## src/rtl/resp_packet_tx_pkg.sv

```systemverilog
// Shared definitions for the response-packet transmitter: opcodes, header
// geometry, FSM state encoding and the length-field helper.
// Optional build macro: RESP_CHECKSUM_EN adds a trailing XOR checksum frame.
package resp_packet_tx_pkg;

    // Opcodes shared with the command-packet parser.
    localparam logic [7:0] OP_ECHO = 8'h01;
    localparam logic [7:0] OP_ADD  = 8'h02;
    localparam logic [7:0] OP_MUL  = 8'h03;
    localparam logic [7:0] OP_DIV  = 8'h04;

    // Frames ahead of the payload: opcode, reserved, length LSB, length MSB.
    localparam int HDR_FRAMES = 4;

`ifdef RESP_CHECKSUM_EN
    localparam int TRAILER_FRAMES = 1;
`else
    localparam int TRAILER_FRAMES = 0;
`endif

    // Encoding is visible on state_o, so the values are fixed.
    typedef enum logic [4:0] {
        ST_IDLE    = 5'b00001,
        ST_HDR_OP  = 5'b00010,
        ST_HDR_RSV = 5'b00011,
        ST_HDR_LSB = 5'b00100,
        ST_HDR_MSB = 5'b00101,
        ST_PAYLOAD = 5'b00110,
        ST_CSUM    = 5'b00111
    } tx_state_t;

    // Length field counts every frame of the packet, header included.
    function automatic logic [15:0] frame_len(input logic [3:0] nbytes);
        return 16'(HDR_FRAMES + TRAILER_FRAMES) + {12'd0, nbytes};
    endfunction

endpackage

```

## src/rtl/resp_packet_tx_shift_8.sv

```systemverilog
// Byte-lane shift register for payload serialisation: loads a full word,
// shifts right by one byte on request, and exposes the low byte.
module tx_shift_8 #(
    parameter int DATA_W = 64
) (
    input  logic              clk,
    input  logic              rst,
    input  logic              load_i,
    input  logic [DATA_W-1:0] data_i,
    input  logic              shift_i,
    output logic [7:0]        data_o
);

    localparam int NB = DATA_W / 8;

    logic [DATA_W-1:0] word_q;
    logic [DATA_W-1:0] word_d;

    // Each lane takes the new word on load, its upper neighbour on shift
    // (zero for the top lane), otherwise holds.
    generate
        for (genvar gi = 0; gi < NB; gi++) begin : g_lane
            if (gi == NB - 1) begin : g_top
                assign word_d[gi*8 +: 8] = load_i  ? data_i[gi*8 +: 8] :
                                           shift_i ? 8'h00 :
                                                     word_q[gi*8 +: 8];
            end else begin : g_mid
                assign word_d[gi*8 +: 8] = load_i  ? data_i[gi*8 +: 8] :
                                           shift_i ? word_q[(gi+1)*8 +: 8] :
                                                     word_q[gi*8 +: 8];
            end
        end
    endgenerate

    // Word register with synchronous clear.
    always_ff @(posedge clk) begin
        if (rst) begin
            word_q <= '0;
        end else begin
            word_q <= word_d;
        end
    end

    assign data_o = word_q[7:0];

endmodule

```

## src/rtl/resp_packet_tx.sv

```systemverilog
// Response framer: serialises opcode + result word into a byte stream
// (opcode, reserved, LEN lsb, LEN msb, payload LSB-first) on valid/ready.
// Optional build macro: RESP_CHECKSUM_EN appends an XOR-of-all-frames byte.
module resp_packet_tx
    import resp_packet_tx_pkg::*;
#(
    parameter int         DATA_W    = 64,
    parameter int         MAX_BYTES = DATA_W / 8,
    parameter logic [7:0] RSVD_BYTE = 8'h00
) (
    input  logic              clk,
    input  logic              rst,
    input  logic              start_valid_i,
    output logic              start_ready_o,
    input  logic [7:0]        opcode_i,
    input  logic [3:0]        nbytes_i,
    input  logic [DATA_W-1:0] result_i,
    output logic [7:0]        data_o,
    output logic              valid_o,
    input  logic              ready_i,
    output logic              busy_o,
    output logic [4:0]        state_o
);

    tx_state_t  state_q;
    logic [7:0] data_q;
    logic       valid_q;
    logic [3:0] nbytes_q;
    logic [3:0] cnt_q;
`ifdef RESP_CHECKSUM_EN
    logic [7:0] csum_q;
`endif

    logic        accept;
    logic        hs;
    logic        last_payload;
    logic        shift_en;
    logic [3:0]  nbytes_clamped;
    logic [15:0] len_w;
    logic [7:0]  payload_byte;

    assign start_ready_o  = (state_q == ST_IDLE) && !rst;
    assign accept         = start_valid_i && start_ready_o;
    assign hs             = valid_q && ready_i;
    assign nbytes_clamped = (32'(nbytes_i) > MAX_BYTES) ? 4'(MAX_BYTES) : nbytes_i;
    assign len_w          = frame_len(nbytes_q);
    assign last_payload   = (cnt_q == nbytes_q - 4'd1);

    // Advance the payload word whenever its current low byte is moved into data_q.
    assign shift_en = hs && (((state_q == ST_HDR_MSB) && (nbytes_q != 4'd0)) ||
                             ((state_q == ST_PAYLOAD) && !last_payload));

    tx_shift_8 #(
        .DATA_W (DATA_W)
    ) u_shift (
        .clk     (clk),
        .rst     (rst),
        .load_i  (accept),
        .data_i  (result_i),
        .shift_i (shift_en),
        .data_o  (payload_byte)
    );

    // Packet FSM: each state presents one registered frame and moves on after its handshake.
    always_ff @(posedge clk) begin
        if (rst) begin
            state_q  <= ST_IDLE;
            data_q   <= 8'h00;
            valid_q  <= 1'b0;
            nbytes_q <= 4'd0;
            cnt_q    <= 4'd0;
`ifdef RESP_CHECKSUM_EN
            csum_q   <= 8'h00;
`endif
        end else begin
`ifdef RESP_CHECKSUM_EN
            if (hs) begin
                csum_q <= csum_q ^ data_q;
            end
`endif
            case (state_q)
                ST_IDLE: begin
                    if (accept) begin
                        state_q  <= ST_HDR_OP;
                        data_q   <= opcode_i;
                        valid_q  <= 1'b1;
                        nbytes_q <= nbytes_clamped;
                        cnt_q    <= 4'd0;
`ifdef RESP_CHECKSUM_EN
                        csum_q   <= 8'h00;
`endif
                    end
                end
                ST_HDR_OP: begin
                    if (hs) begin
                        state_q <= ST_HDR_RSV;
                        data_q  <= RSVD_BYTE;
                    end
                end
                ST_HDR_RSV: begin
                    if (hs) begin
                        state_q <= ST_HDR_LSB;
                        data_q  <= len_w[7:0];
                    end
                end
                ST_HDR_LSB: begin
                    if (hs) begin
                        state_q <= ST_HDR_MSB;
                        data_q  <= len_w[15:8];
                    end
                end
                ST_HDR_MSB: begin
                    if (hs) begin
                        if (nbytes_q != 4'd0) begin
                            state_q <= ST_PAYLOAD;
                            data_q  <= payload_byte;
                        end else begin
`ifdef RESP_CHECKSUM_EN
                            state_q <= ST_CSUM;
                            data_q  <= csum_q ^ data_q;
`else
                            state_q <= ST_IDLE;
                            data_q  <= 8'h00;
                            valid_q <= 1'b0;
`endif
                        end
                    end
                end
                ST_PAYLOAD: begin
                    if (hs) begin
                        if (last_payload) begin
                            cnt_q <= 4'd0;
`ifdef RESP_CHECKSUM_EN
                            state_q <= ST_CSUM;
                            data_q  <= csum_q ^ data_q;
`else
                            state_q <= ST_IDLE;
                            data_q  <= 8'h00;
                            valid_q <= 1'b0;
`endif
                        end else begin
                            cnt_q  <= cnt_q + 4'd1;
                            data_q <= payload_byte;
                        end
                    end
                end
`ifdef RESP_CHECKSUM_EN
                ST_CSUM: begin
                    if (hs) begin
                        state_q <= ST_IDLE;
                        data_q  <= 8'h00;
                        valid_q <= 1'b0;
                    end
                end
`endif
                default: begin
                    state_q <= ST_IDLE;
                    data_q  <= 8'h00;
                    valid_q <= 1'b0;
                    cnt_q   <= 4'd0;
                end
            endcase
        end
    end

    assign data_o  = data_q;
    assign valid_o = valid_q;
    assign busy_o  = (state_q != ST_IDLE);
    assign state_o = state_q;

endmodule
```

## config.mk

```make
export PLATFORM = sky130hd
export DESIGN_NAME = resp_packet_tx
export DESIGN_NICKNAME = d
export VERILOG_FILES = /design/src/rtl/resp_packet_tx_pkg.sv /design/src/rtl/resp_packet_tx_shift_8.sv /design/src/rtl/resp_packet_tx.sv
export SDC_FILE = /design/constraint.sdc
export NUM_CORES = 1
export LEC_CHECK = 0
export CORE_MARGIN = 2
export CORE_UTILIZATION = 51
export CTS_CLUSTER_SIZE = 30
export DETAILED_ROUTE_END_ITERATION = 7
export MAX_ROUTING_LAYER = met4
export PLACE_DENSITY = 0.81
export SYNTH_ARGS = -nofsm -noshare
export SYNTH_HDL_FRONTEND = slang
export SYNTH_SLANG_ARGS = --single-unit
```

## constraint.sdc

```tcl
create_clock -name clk -period 2.8 [get_ports clk]
set_input_delay 0.56 -clock clk [delete_from_list [all_inputs] [get_ports clk]]
set_output_delay 0.56 -clock clk [all_outputs]
set_load 0.02 [all_outputs]
```

# Word level (Yosys, flattened, before mapping)
# Index checks and enable logic that the tools add are counted.
totals:
  ff_bits: 86
  inputBits: 80
  output_inout_bits: 16
  word_cells: 91
op_classes:
  n_addsub: 3
  n_lt_le_gt_ge: 1
  n_eq_ne: 16
  mux: 45
  bitwise_logic: 2
  reduce_logical: 18
op_table:
  columns: ["op", "n"]
  rows:
  - ["2-to-1 mux 8 bit", 24]
  - ["one-hot mux 8 bit (6 select lines)", 1]
  - ["2-to-1 mux 5 bit", 7]
  - ["one-hot mux 5 bit (6 select lines)", 1]
  - ["2-to-1 mux 4 bit", 4]
  - ["equality test 5 x 3 -> 1 bit (second input constant)", 3]
  - ["!= test 2 bit (second input constant)", 7]
  - ["one-hot mux 4 bit (3 select lines)", 1]
  - ["AND reduction 6 bit", 2]
  - ["equality test 5 x 2 -> 1 bit (second input constant)", 2]
  - ["AND reduction 7 bit", 1]
  - ["logical AND 1 bit", 6]
  - ["adder 3 x 4 -> 5 bit (first input constant)", 1]
  - ["equality test 5 x 1 -> 1 bit (second input constant)", 1]
  - ["2-to-1 mux 1 bit", 5]
  - ["!= test 5 x 1 -> 1 bit (second input constant)", 1]
  - ["adder 4 x 1 -> 4 bit (second input constant)", 1]
  - ["equality test 4 bit", 1]
  - ["> comparator 4 bit (second input constant)", 1]
  - ["one-hot mux 1 bit (4 select lines)", 1]
  - ["nonzero test 4 bit", 1]
  - ["OR reduction 4 bit", 1]
  - ["subtractor 4 x 1 -> 4 bit (second input constant)", 1]
  - ["2-to-1 mux 3 bit", 1]
  - ["other kinds (8)", 10]

# Logic depth before layout (Yosys ltp)
depth:
  word_depth: 8
  ltp_mapped: 11
  mapped_depth_nobuf: 8

# Cells and area by module
# A second synthesis with hierarchy kept.
unflattened:
  hier_cells: 456
  area_unflattened_um2: 4355.4
by_module_without_submodules:
  columns: ["mod", "instances", "cells_each", "area_each_um2", "seq_area_each_um2"]
  rows:
  - ["tx_shift_8", 1, 293, 2995.4, 1281.2]
  - ["resp_packet_tx", 1, 163, 1360.1, 400.4]

# Least setup slack after synthesis
# No wires, ideal clock.
synth_timing:
  kind: "reg-to-reg"
  startpoint: "register nbytes_q[0]"
  endpoint: "register u_shift.word_q[47]"
  setup_time_ns: 0.146
  t_arrival_ns: 2.042
  required_ns: 2.654
  setup_slack_ns: 0.612
  stages_incl_launch_ff: 11
  path_buffers: 2
  synth_period_minus_slack_ns: 2.188
  cell_sequence: "dfxtp_1 inv_1 ha_1 xor2_1 nand2_1 o311a_1 o21a_1 buf_2 buf_2 a21oi_1 a211oi_2"
synth_between:
  elab_chain_len: 7
  elab_cells_between_ends: 9
  cone_classes: "add/sub: 1; eq/ne: 1; reduce/logical: 7"
synth_lines:
  columns: ["item", "line_no", "text"]
  rows:
  - ["start: declaration", "resp_packet_tx.sv:28", "logic [3:0] nbytes_q;"]
  - ["start signal: assignment", "resp_packet_tx.sv:87", "nbytes_q <= nbytes_clamped;"]
  - ["subtractor 4 x 1 -> 4 bit", "resp_packet_tx.sv:47", "assign last_payload = (cnt_q == nbytes_q - 4'd1);"]
  - ["equality test 4 bit", "resp_packet_tx.sv:47", null]
  - ["logical NOT 1 bit", "resp_packet_tx.sv:51", "((state_q == ST_PAYLOAD) && !last_payload));"]
  - ["logical AND 1 bit", "resp_packet_tx.sv:51", null]
  - ["logical OR 1 bit (*)", "resp_packet_tx.sv:50", "assign shift_en = hs && (((state_q == ST_HDR_MSB) && (nbytes_q != 4'd0)) ||"]
  - ["logical AND 1 bit (*)", "resp_packet_tx.sv:50", null]
  - ["nonzero test 2 bit (no source line) (*)", null, null]
  - ["end signal: assignment", "resp_packet_tx_shift_8.sv:40", "word_q <= word_d;"]
  - ["end: declaration", "resp_packet_tx_shift_8.sv:16", "logic [DATA_W-1:0] word_q;"]
# Every way passes the cells marked *; elsewhere a longest branch is shown, timed or not.
# A chain may end at the register's enable or synchronous reset.

# Worst setup path in the final report
layout_timing:
  startpoint: "register nbytes_q[0]"
  endpoint: "register u_shift.word_q[27]"
# The elaborated chain is that of the path after synthesis.

==> results.md <==
* CP Capture Type: register
* Sequential share of the synthesized area at 0.3967
* GP Congestion at 0.9137
* Leakage at 0.001897 uW
* Normalized max-slew margin at 0.2104
* Routed WL at 10,120 um
* Hold endpoint: data_o[2]$_SDFFE_PP0P_
* Postcts setup bufs at 0
* Worst-skew pair later-pin latency at 0.35 ns
* Fin crit share at 0.9327
* RSZ-0062 raised after global routing: false
* Tot GR Track Use at 0.2349
* Yosys warnings at 0
* CTS max path bufs at 2
* Synthesized area per cell at 8.361 sq um
* Routed Antenna Nets at 0
* Core box area at 0.008134 sq mm
* WP buf/inv at 2
* Mapped Cells at 507
* Area grow syn2layout at 26.36%
* Fmax at 0.3829 GHz
* Worst-Margin Slew at 1.184 ns
* Crit start category: register
* Mapped Area at 0.004239 sq mm
* Routed length per instance at 14.73 um
* Worst setup path category: reg2reg
* Cell Chain, Critical Path: inv_1, ha_1, xor2_1, nand2_1, o311a_1, o21a_2, buf_12, a21oi_1, a211oi_2
* Port Buffers at 93
* Final Hold Viols at 0
* Yosys reg bits at 84
* Final min period at 2.612 ns
* Final Max Tran Viols at 0
* Vias in the first global route at 3,534
* Design Power at 3807 uW
* Fillers at 662
* Clock Skew at 0.01158 ns
* Most frequent cells in the layout: clkdlybuf4s50_1, dfxtp_1, a21oi_1
* CTS tree: done
* Critical Path RT at 2.99 ns
* Drt first pass iters at 4
* Worst path max stage delay at 0.50 ns
* Clock transition at path regs at 0.09 ns
* Area occupied by registers at 0.001682 sq mm
* Status: completed
* CTS Buf Count at 9
* Worst-path maximum fanout at 56
* Stages on worst setup path at 9
* Number of diodes at 0
* Most common cell after layout, fill and taps aside: clkdlybuf4s50_1
* Clock Sink Count at 84
* Worst r2r src: nbytes_q[0]$_SDFFE_PP0P_
* Via density at 5.617
* Via count at 3,859
* Resized cells post-CTS at 0
* Power density cells at 710.7 mW/mm^2
* Crit path max-delay family: compound AO/OA/AOI/OAI gates
* CTS root buf: clkbuf_8
* Full die area at 0.009057 sq mm
* Min-delay worst type: reg2reg
* Hold Crit Depth at 2
* Ratio of cells with drive above 1 in the final layout at 0.1426
* Starting density of the core at 0.5212
* Sum Neg Setup Slack at 0 ns
* Unique masters post-synth at 42
* Max Cap Viol at 0
* Initial antenna violation count at 0
* Initial DRC count at 180
* Final setup viols at 0
* Die W at 95.17 um
* Die H at 95.17 um
* Worst hold path startpoint: data_o[2]$_SDFFE_PP0P_
* Hpwl dp at 6850 um
* IO Pins at 96
* Global route total overflow at 0
* Area occupied by multi-input gates at 0.002293 sq mm
* First-pass GRT wire length at 16,480 um
* Drt drc at 0
* CP arrival at 2.80 ns
* Reg2reg end: u_shift.word_q[27]$_SDFFE_PP0P_
* VDD IR-drop max at 0.3140 mV
* Slowest stage cell, crit path: o311a_1
* # hold bufs at CTS at 0
* Path depth of the worst reg2reg path at 9
* Pin count of the biggest net entering global routing at 85
* Nets at 662
* Reg2reg setup slack at 0.19 ns
* # rows at 33
* H-tree depth at 3
[cells in the mapped netlist]
cell type / instances / area, sq um
a211oi_1: 7 / 52.55
o21ai_0: 2 / 10.01
a211oi_2: 50 / 625.6
buf_8: 5 / 75.07
o311ai_0: 1 / 8.760
nor2_1: 78 / 292.8
buf_4: 2 / 15.01
xor2_1: 2 / 17.52
nand3b_1: 2 / 15.01
o311a_1: 1 / 10.01
o2bb2ai_1: 4 / 35.03
a2bb2oi_1: 5 / 43.79
a21oi_1: 81 / 405.4
o21a_1: 2 / 15.01
clkbuf_1: 27 / 101.4
o31ai_1: 2 / 15.01
o21ai_1: 1 / 5.000
nor3_2: 1 / 10.01
nor3_1: 3 / 15.01
mux2i_1: 5 / 50.05
nor3b_1: 4 / 30.03
xnor2_1: 4 / 35.03
o31ai_2: 1 / 12.51
ha_1: 5 / 62.56
or3_1: 1 / 6.260
and2_1: 1 / 6.260
dfxtp_1: 84 / 1682
conb_1: 1 / 3.750
maj3_1: 1 / 10.01
a221oi_1: 2 / 17.52
nor2b_1: 1 / 6.260
nand3_1: 9 / 45.04
buf_2: 9 / 45.04
a21o_1: 6 / 45.04
o21ai_2: 1 / 8.760
a22o_1: 3 / 26.28
and3_1: 2 / 12.51
inv_1: 7 / 26.28
nand2b_1: 2 / 12.51
nand2_1: 78 / 292.8
buf_6: 2 / 22.52
a31oi_1: 2 / 12.51
[stage by stage]
stage	setup slack (ns)	area [sq um]	hold slack, ns	util	cells
2_1_floorplan	0.6117	4243	0.4258	-	508
3_3_place_gp	0.3403	5174	0.4394	0.6361	671
3_5_place_dp	0.2047	5174	0.4546	0.6361	671
4_1_cts	0.1988	5356	0.4770	0.6585	687
5_1_grt	0.05425	5356	0.4919	0.6585	687
6_report	0.1883	5356	0.4726	0.6585	687
[how the worst max path moves through the flow]
stage	startpoint	endpoint	slack, ns
after floorplan	nbytes_q[0]$_SDFFE_PP0P_	u_shift.word_q[47]$_SDFFE_PP0P_	0.61
after global placement	nbytes_q[0]$_SDFFE_PP0P_	u_shift.word_q[27]$_SDFFE_PP0P_	0.34
after detailed placement	nbytes_q[0]$_SDFFE_PP0P_	u_shift.word_q[27]$_SDFFE_PP0P_	0.20
after CTS	nbytes_q[0]$_SDFFE_PP0P_	u_shift.word_q[27]$_SDFFE_PP0P_	0.20
after global routing	nbytes_q[0]$_SDFFE_PP0P_	u_shift.word_q[4]$_SDFFE_PP0P_	0.05
final	nbytes_q[0]$_SDFFE_PP0P_	u_shift.word_q[27]$_SDFFE_PP0P_	0.19
[registers in the layout, indices dropped and copies added, names as in the netlist]
name            flops
cnt_q               4
data_o              8
nbytes_q            4
state_o             3
u_shift.word_q     64
valid_o             1
[layer usage]
metal  GRT usage  routed length [um]  up-vias
li1            -                   -     1908
met1      0.3149                4547     1823
met4     0.05072                  85        0
met3     0.04664                 577        9
met5           -                   0        -
met2      0.3691                4909      119
[cell type report]
type                    count  area share
clock buffers               9     0.02313
flip-flops and latches     84      0.3139
clock inverters             7     0.01098
multi-input cells         372      0.4282
inverters                   7    0.004905
repair buffers            103      0.1943
well taps                 105     0.02453
[worst min-delay path, cell delays in order, from the launching register on]
cell and delay [ns]:
dfxtp_1 0.32, nand2_1 0.06, a21oi_1 0.05
[cell families (layout without fill, tap and decap cells)]
| family | after synthesis | after routing | synth area share |
|---|---|---|---|
| AND/OR/NAND/NOR | 182 | 182 | 0.1756 |
| AO/OA/AOI/OAI | 171 | 171 | 0.3182 |
| flip-flops | 84 | 84 | 0.3967 |
| buffers and inverters | 52 | 126 | 0.06730 |
| adder cells (fa/ha/maj) | 6 | 6 | 0.01712 |
| XOR/XNOR | 6 | 6 | 0.01240 |
| multiplexers | 5 | 5 | 0.01181 |
| other | 1 | 2 | 0.0008846 |
[power breakdown]
part / switching [uW] / internal [uW] / total, uW
Sequential: 148 / 1400 / 1550
Clock: 477 / 335 / 811
Combinational: 782 / 662 / 1440
Total: 1410 / 2400 / 3810
No activity file was read; power rests on OpenSTA's default activity.
